`src/rtl/icache_pkg.sv`:
```
// Shared types and constants for the two-way read-only instruction cache.
package icache_pkg;

    typedef enum logic [1:0] {
        IDLE,
        FETCH,
        FILL
    } state_t;

    localparam int WORDS_PER_LINE = 4;
    localparam int LINE_W         = 128;

    // Number of index bits needed to address SETS sets (SETS is a power of two).
    function automatic int idx_width(input int sets);
        int w;
        w = 0;
        for (int unsigned i = 0; i < 31; i++) begin
            if ((1 << i) < sets) w = int'(i) + 1;
        end
        return w;
    endfunction

endpackage

```
`src/rtl/icache_way.sv`:
```
// One cache way: valid/tag/data arrays, combinational lookup, synchronous line fill.
module icache_way
    import icache_pkg::*;
#(
    parameter  int SETS  = 8,
    parameter  int TAG_W = 25,
    localparam int IDX_W = idx_width(SETS)
) (
    input  logic              clk,
    input  logic              clr,
    input  logic              we,
    input  logic [IDX_W-1:0]  idx,
    input  logic [TAG_W-1:0]  tag,
    input  logic [1:0]        off,
    input  logic [LINE_W-1:0] line_in,
    output logic              hit,
    output logic              valid,
    output logic [31:0]       word
);

    logic [SETS-1:0]   valid_q;
    logic [TAG_W-1:0]  tag_q  [SETS];
    logic [LINE_W-1:0] data_q [SETS];

    // Only valid bits are cleared; tag/data keep whatever they held.
    always_ff @(posedge clk) begin
        if (clr) begin
            valid_q <= '0;
        end else if (we) begin
            valid_q[idx] <= 1'b1;
        end
    end

    always_ff @(posedge clk) begin
        if (we) begin
            tag_q[idx]  <= tag;
            data_q[idx] <= line_in;
        end
    end

    assign valid = valid_q[idx];
    assign hit   = valid_q[idx] && (tag_q[idx] == tag);
    assign word  = data_q[idx][32*off +: 32];

endmodule

```
`src/rtl/icache_2way_ro.sv`:
```
// Two-way set-associative read-only instruction cache with per-set LRU.
// Optional whole-cache flush port enabled by defining ICACHE_FLUSH_EN.
module icache_2way_ro
    import icache_pkg::*;
#(
    parameter int ADDR_W = 30,
    parameter int SETS   = 8
) (
    input  logic              clk,
    input  logic              proc_reset,
`ifdef ICACHE_FLUSH_EN
    input  logic              proc_flush,
`endif
    input  logic              proc_read,
    input  logic              proc_write,
    input  logic [ADDR_W-1:0] proc_addr,
    input  logic [31:0]       proc_wdata,
    output logic [31:0]       proc_rdata,
    output logic              proc_stall,
    output logic              mem_read,
    output logic              mem_write,
    output logic [ADDR_W-3:0] mem_addr,
    input  logic [LINE_W-1:0] mem_rdata,
    output logic [LINE_W-1:0] mem_wdata,
    input  logic              mem_ready
);

    localparam int IDX_W = idx_width(SETS);
    localparam int TAG_W = ADDR_W - 2 - IDX_W;

    state_t state, state_nx;

    logic [IDX_W-1:0] idx;
    logic [TAG_W-1:0] tag;
    logic [1:0]       off;
    logic [SETS-1:0]  lru;

    logic        hit0, hit1, v0, v1;
    logic [31:0] w0, w1;
    logic        fill_we, victim, lru_we, lru_val, clr_all, flush_now;
    logic        unused_inputs;

    assign off       = proc_addr[1:0];
    assign idx       = proc_addr[IDX_W+1:2];
    assign tag       = proc_addr[ADDR_W-1:IDX_W+2];
    assign mem_addr  = proc_addr[ADDR_W-1:2];
    assign mem_write = 1'b0;
    assign mem_wdata = '0;

    assign unused_inputs = ^{proc_write, proc_wdata};

`ifdef ICACHE_FLUSH_EN
    logic flush_pend;

    // A flush seen while busy is held until the fill has finished.
    always_ff @(posedge clk) begin
        if (proc_reset) begin
            flush_pend <= 1'b0;
        end else if (state != IDLE) begin
            if (proc_flush) flush_pend <= 1'b1;
        end else begin
            flush_pend <= 1'b0;
        end
    end

    assign flush_now = (state == IDLE) && (proc_flush || flush_pend);
`else
    assign flush_now = 1'b0;
`endif

    assign clr_all = proc_reset || flush_now;
    assign victim  = !v0 ? 1'b0 : (!v1 ? 1'b1 : lru[idx]);

    icache_way #(.SETS(SETS), .TAG_W(TAG_W)) u_way0 (
        .clk     (clk),
        .clr     (clr_all),
        .we      (fill_we && !victim),
        .idx     (idx),
        .tag     (tag),
        .off     (off),
        .line_in (mem_rdata),
        .hit     (hit0),
        .valid   (v0),
        .word    (w0)
    );

    icache_way #(.SETS(SETS), .TAG_W(TAG_W)) u_way1 (
        .clk     (clk),
        .clr     (clr_all),
        .we      (fill_we && victim),
        .idx     (idx),
        .tag     (tag),
        .off     (off),
        .line_in (mem_rdata),
        .hit     (hit1),
        .valid   (v1),
        .word    (w1)
    );

    always_ff @(posedge clk) begin
        if (proc_reset) begin
            state <= IDLE;
        end else begin
            state <= state_nx;
        end
    end

    always_ff @(posedge clk) begin
        if (clr_all) begin
            lru <= '0;
        end else if (lru_we) begin
            lru[idx] <= lru_val;
        end
    end

    always_comb begin
        state_nx   = state;
        proc_stall = 1'b0;
        proc_rdata = '0;
        mem_read   = 1'b0;
        fill_we    = 1'b0;
        lru_we     = 1'b0;
        lru_val    = 1'b0;
        case (state)
            IDLE: begin
                if (flush_now) begin
                    proc_stall = 1'b1;
                end else if (proc_read) begin
                    if (hit0 || hit1) begin
                        // Way 0 wins a double hit; LRU then points at way 1.
                        proc_rdata = hit0 ? w0 : w1;
                        lru_we     = 1'b1;
                        lru_val    = hit0;
                    end else begin
                        proc_stall = 1'b1;
                        state_nx   = FETCH;
                    end
                end
            end
            FETCH: begin
                proc_stall = 1'b1;
                mem_read   = 1'b1;
                if (mem_ready) begin
                    fill_we  = 1'b1;
                    lru_we   = 1'b1;
                    lru_val  = ~victim;
                    state_nx = FILL;
                end
            end
            FILL: begin
                proc_stall = 1'b1;
                state_nx   = IDLE;
            end
            default: state_nx = IDLE;
        endcase
        // Reset overrides everything: abort any fetch and write nothing.
        if (proc_reset) begin
            state_nx   = IDLE;
            proc_stall = 1'b1;
            proc_rdata = '0;
            mem_read   = 1'b0;
            fill_we    = 1'b0;
            lru_we     = 1'b0;
        end
    end

endmodule

```
`config.mk`:
```
export PLATFORM = sky130hd
export DESIGN_NAME = icache_2way_ro
export DESIGN_NICKNAME = d
export VERILOG_FILES = /design/src/rtl/icache_pkg.sv /design/src/rtl/icache_way.sv /design/src/rtl/icache_2way_ro.sv
export SDC_FILE = /design/constraint.sdc
export NUM_CORES = 2
export LEC_CHECK = 0
export CAP_MARGIN = 15
export CORE_UTILIZATION = 29
export CTS_CLUSTER_DIAMETER = 150
export DETAILED_ROUTE_END_ITERATION = 7
export SETUP_SLACK_MARGIN = 0.4
export SLEW_MARGIN = 20
export SYNTH_ARGS = -nofsm -noshare
export SYNTH_HDL_FRONTEND = slang
export SYNTH_SLANG_ARGS = --single-unit
```
`constraint.sdc`:
```
create_clock -name clk -period 15.4 [get_ports clk]
set_input_delay 3.85 -clock clk [delete_from_list [all_inputs] [get_ports clk]]
set_output_delay 3.85 -clock clk [all_outputs]
set_load 0.05 [all_outputs]
```
==> summary.md <==
| Metric | Value |
|---|---|
| Filler Cells Inserted | 29300 |
| Global-route usage over all layers | 15.7% |
| CTS Buf Count | 227 |
| Worst reg2reg endpoint | u_way1.data_q[0][10]$_DFFE_PP_ |
| Final WL | approximately 260000 um |
| Post-CTS Resized | 0 |
| Clock sinks | 2474 |
| Final Hold Viols | 0 |
| Pin count of the biggest net entering global routing | 107 |
| MaxCap Viol Count | 0 |
| Final #Nets | 5319 |
| Worst-margin pin slew | around 1.2 ns |
| Rows | 205 |
| Final setup vio count | 0 |
| CP Launch Type | input pin |
| VDD IR-drop max | between 0.0001 and 0.00015 V |
| Final Skew | 0.0908 ns |
| Pint | 0.0107 W |
| Post-DR vias/cell | 5.28 |
| First-pass GRT wire length | 360000 um |
| Initial Utilization | 29.2% |
| Synth unique cells | 67 |
| Logic gate share of total power | 5.0% |
| Outcome | completed |
| Commonest non-fill, non-tap cell in the layout | edfxtp_1 |
| R2r setup slk | between 10 and 15 ns |
| Count of pins over their slew limit | 0 |
| Clk pwr share | 40.3% |
| Post-Syn Area | 0.0909 mm2 |
| Core box area | 0.312 mm2 |
| GP Congestion | 0.740 |
| Worst Setup SP | proc_addr[2] |
| Async S/R FF share, synth | 0% |
| Post-DP HPWL | approximately 130000 um |
| Drt first pass iters | 5 |
| Synth warnings | 0 |
| Worst path buffer plus inverter count | 4 |
| Setup ws final | 1.99 ns |
| Hold bufs inserted after CTS | 0 |
| CP max stage cell | nor2b_1 |
| Synth Area per Inst | 18.7 um2 |
| Worst path depth | 12 |
| Register area share after synthesis | between 80% and 90% |
| Critical Path Sink Type | primary output |
| Setup_tns | 0 ns |
| Critical Path Fanout Max | 41 |
| Crit path time final | 13.41 ns |
| Relative slew slack | 21.7% |
| Gate Count Post-Synth | approximately 5000 |
| Sequential Power Share | between 50% and 60% |
| CP peak stage delay | 0.93 ns |
| RSZ-0062 raised after global routing | no |
| Worst Setup Path Type | input pin to primary output |
| Hold EP | u_way0.valid_q[7]$_SDFFE_PP0P_ |
| Hold path startpoint | u_way0.valid_q[7]$_SDFFE_PP0P_ |
| Reg2Reg Depth | 8 |
| Cell Area, Placed | between 0.09 and 0.1 mm2 |
| DR iter-0 viols | 5488 |
| Fmax | 74.6 MHz |
| FF-to-FF Start | u_way1.valid_q[6]$_SDFFE_PP0P_ |
| Pwr Density | 129 mW/mm2 |
| WL/cell | between 20 and 30 um |
| CTS tree | built |
| I/O pins | 386 |
| Static Leak | 32.0 nW |
| CP delay by family, top | simple AND/OR/NAND/NOR gates |
| Chip Width | 562 um |
| Die Y | approximately 560 um |
| Post-synth EDFFs | 2448 |
| Net Switching | between 0.002 and 0.003 W |
| Port-buffer cells | ~220 |
| # DRC | 0 |
| Via count | 49900 |
| Share of layout cells above drive strength 1 | 11.6% |
| #FFs+latches synth | roughly 2500 |
| Worst skew pair latency | between 0.9 and 1 ns |
| Initial antenna violation count | 100 |
| Most used cell, CP | buf_4 |
| Clock transition at the registers of the reported paths | around 0.060 ns |
| DRT antenna net count | 0 |
| WHS Path Cells | 1 |
| Crit-path cells | buf_4, nor2b_1, buf_4, a22oi_1, a21oi_1, o22ai_1, nor4_1, and3_4, buf_4, mux2i_1, nor2b_1, clkdlybuf4s50_1 |
| Fin area | approximately 0.11 mm2 |
| Postcts setup bufs | 0 |
| Gr ovfl total | 0 |
| CP required | 11.55 ns |
| Switching fraction of total power | a little over a fifth |
| Buffer depth of the longest clock path | 4 |
| Worst slack, placed | 2.18 ns |
| Synth-to-Final Area Change | 15.5% |
| Number of global-route vias before repair | 48300 |
| H-tree levels | 4 |
| Worst Path Arrival | 9.56 ns |
| Ratio of final minimum period to clock period | 87.1% |
| Ys flop type | edfxtp_1 |
| Commonest non-fill, non-tap cells in the layout | 2448 x edfxtp_1, 1049 x o22ai_1, 237 x nor4_1 |
| Root Buffer | clkbuf_16 |
| Hold Crit Class | register to register |
| Die area | between 0.3 and 0.4 mm2 |
==> power by group through the flow <==
| stage | clock network [W] | logic, W | registers (W) |
|---|---|---|---|
| 2_1_floorplan | 0 | 0.000402 | 0.00757 |
| 3_3_place_gp | 0 | 0.000663 | 0.00756 |
| 3_5_place_dp | 0 | 0.000673 | 0.00756 |
| 4_1_cts | 0.00555 | 0.000675 | 0.00742 |
| 5_1_grt | 0.00579 | 0.000718 | 0.00742 |
| 6_report | 0.00547 | 0.000676 | 0.00742 |
==> worst reg2reg max path, delay by kind of cell (launching register included) <==
kind	cells	cell delay (ns)
flip-flops	1	0.32
buffers and inverters	2	1.72
multiplexers	2	0.72
AND/OR/NAND/NOR	4	1.54
==> through the flow <==
step,hold slack [ns],total power [W],std cells,utilization (%)
final,0.463,0.0136,9463,33.7
after global placement,0.434,0.00823,9032,31.4
after floorplan,0.426,0.00797,4992,-
after detailed placement,0.443,0.00824,9032,31.4
after global routing,0.479,0.0139,9448,33.7
after CTS,0.458,0.0136,9436,33.6
==> routing by layer <==
metal | up-vias | share of wire, % | track usage [%]
met4 | 74 | 3.0 | 5.09
li1 | 20800 | - | -
met3 | 475 | 9.7 | 4.36
met2 | 2499 | 47 | 25.2
met1 | 26100 | 40 | 20.5
met5 | - | 0.18 | 0
==> state kept, by name (all words and copies together), names as in the netlist <==
signal,flops
lru,8
state,2
u_way0.data_q,1024
u_way0.tag_q,200
u_way0.valid_q,8
u_way1.data_q,1024
u_way1.tag_q,200
u_way1.valid_q,8
==> cell families (layout without fill, tap and decap cells) <==
| logic type | after synthesis | after routing | synth area share, % |
|---|---|---|---|
| XOR/XNOR | 31 | 31 | 0.299 |
| buffers and inverters | 459 | 763 | 2.78 |
| other | 1 | 156 | 0.00412 |
| flip-flops | 2474 | 2474 | 81.4 |
| adder cells (fa/ha/maj) | 3 | 3 | 0.0413 |
| multiplexers | 248 | 248 | 4.15 |
| AND/OR/NAND/NOR | 449 | 449 | 2.88 |
| AO/OA/AOI/OAI | 1199 | 1199 | 8.44 |
==> synthesized netlist by cell type (4+ instances only) <==
master,instances,share of area [%]
a211o_1,4,0.039
a21o_1,10,0.083
a21oi_1,15,0.083
a221o_1,5,0.055
a221oi_1,8,0.077
a22o_1,5,0.048
a22oi_1,17,0.14
a31oi_1,4,0.028
and2_1,6,0.041
and3_1,18,0.12
buf_1,51,0.21
buf_2,73,0.40
buf_4,166,1.4
buf_6,5,0.062
clkbuf_1,153,0.63
dfxtp_1,26,0.57
edfxtp_1,2448,81
inv_1,4,0.017
mux2_2,34,0.42
mux2i_1,115,1.3
mux4_1,4,0.12
mux4_2,95,2.4
nand2_1,41,0.17
nand2b_1,12,0.083
nand3_1,7,0.039
nor2_1,48,0.20
nor2b_1,30,0.21
nor3_1,6,0.033
nor4_1,238,1.6
o211a_1,7,0.077
o211ai_1,5,0.041
o21ai_0,38,0.21
o221ai_1,12,0.12
o22a_1,4,0.039
o22ai_1,1049,7.2
or3_1,8,0.055
or4_1,22,0.18
xnor2_1,6,0.058
xor2_1,25,0.24
==> worst max path at each step <==
stage | to | slack [ns]
2_1_floorplan | u_way0.data_q[6][0]$_DFFE_PP_ | 2.41
3_3_place_gp | proc_rdata[5] | 2.15
3_5_place_dp | proc_rdata[5] | 2.18
4_1_cts | proc_rdata[5] | 2.13
5_1_grt | proc_rdata[5] | 1.90
6_report | proc_rdata[5] | 1.99
==> area by class of cell <==
cell class                      instances  area, um2  share of cell area [%]
Timing Repair Buffer                  353       3570                    3.40
Multi-Input combinational cell       2059      15100                    14.4
Inverter                                6       22.5                  0.0214
Sequential cell                      2474      74000                    70.5
Clock buffer                          272       5890                    5.61
Clock inverter                        132       1190                    1.13
Antenna cell                           27       67.6                  0.0643
Tap cell                             4140       5180                    4.93
No activity file was read; power rests on OpenSTA's default activity.
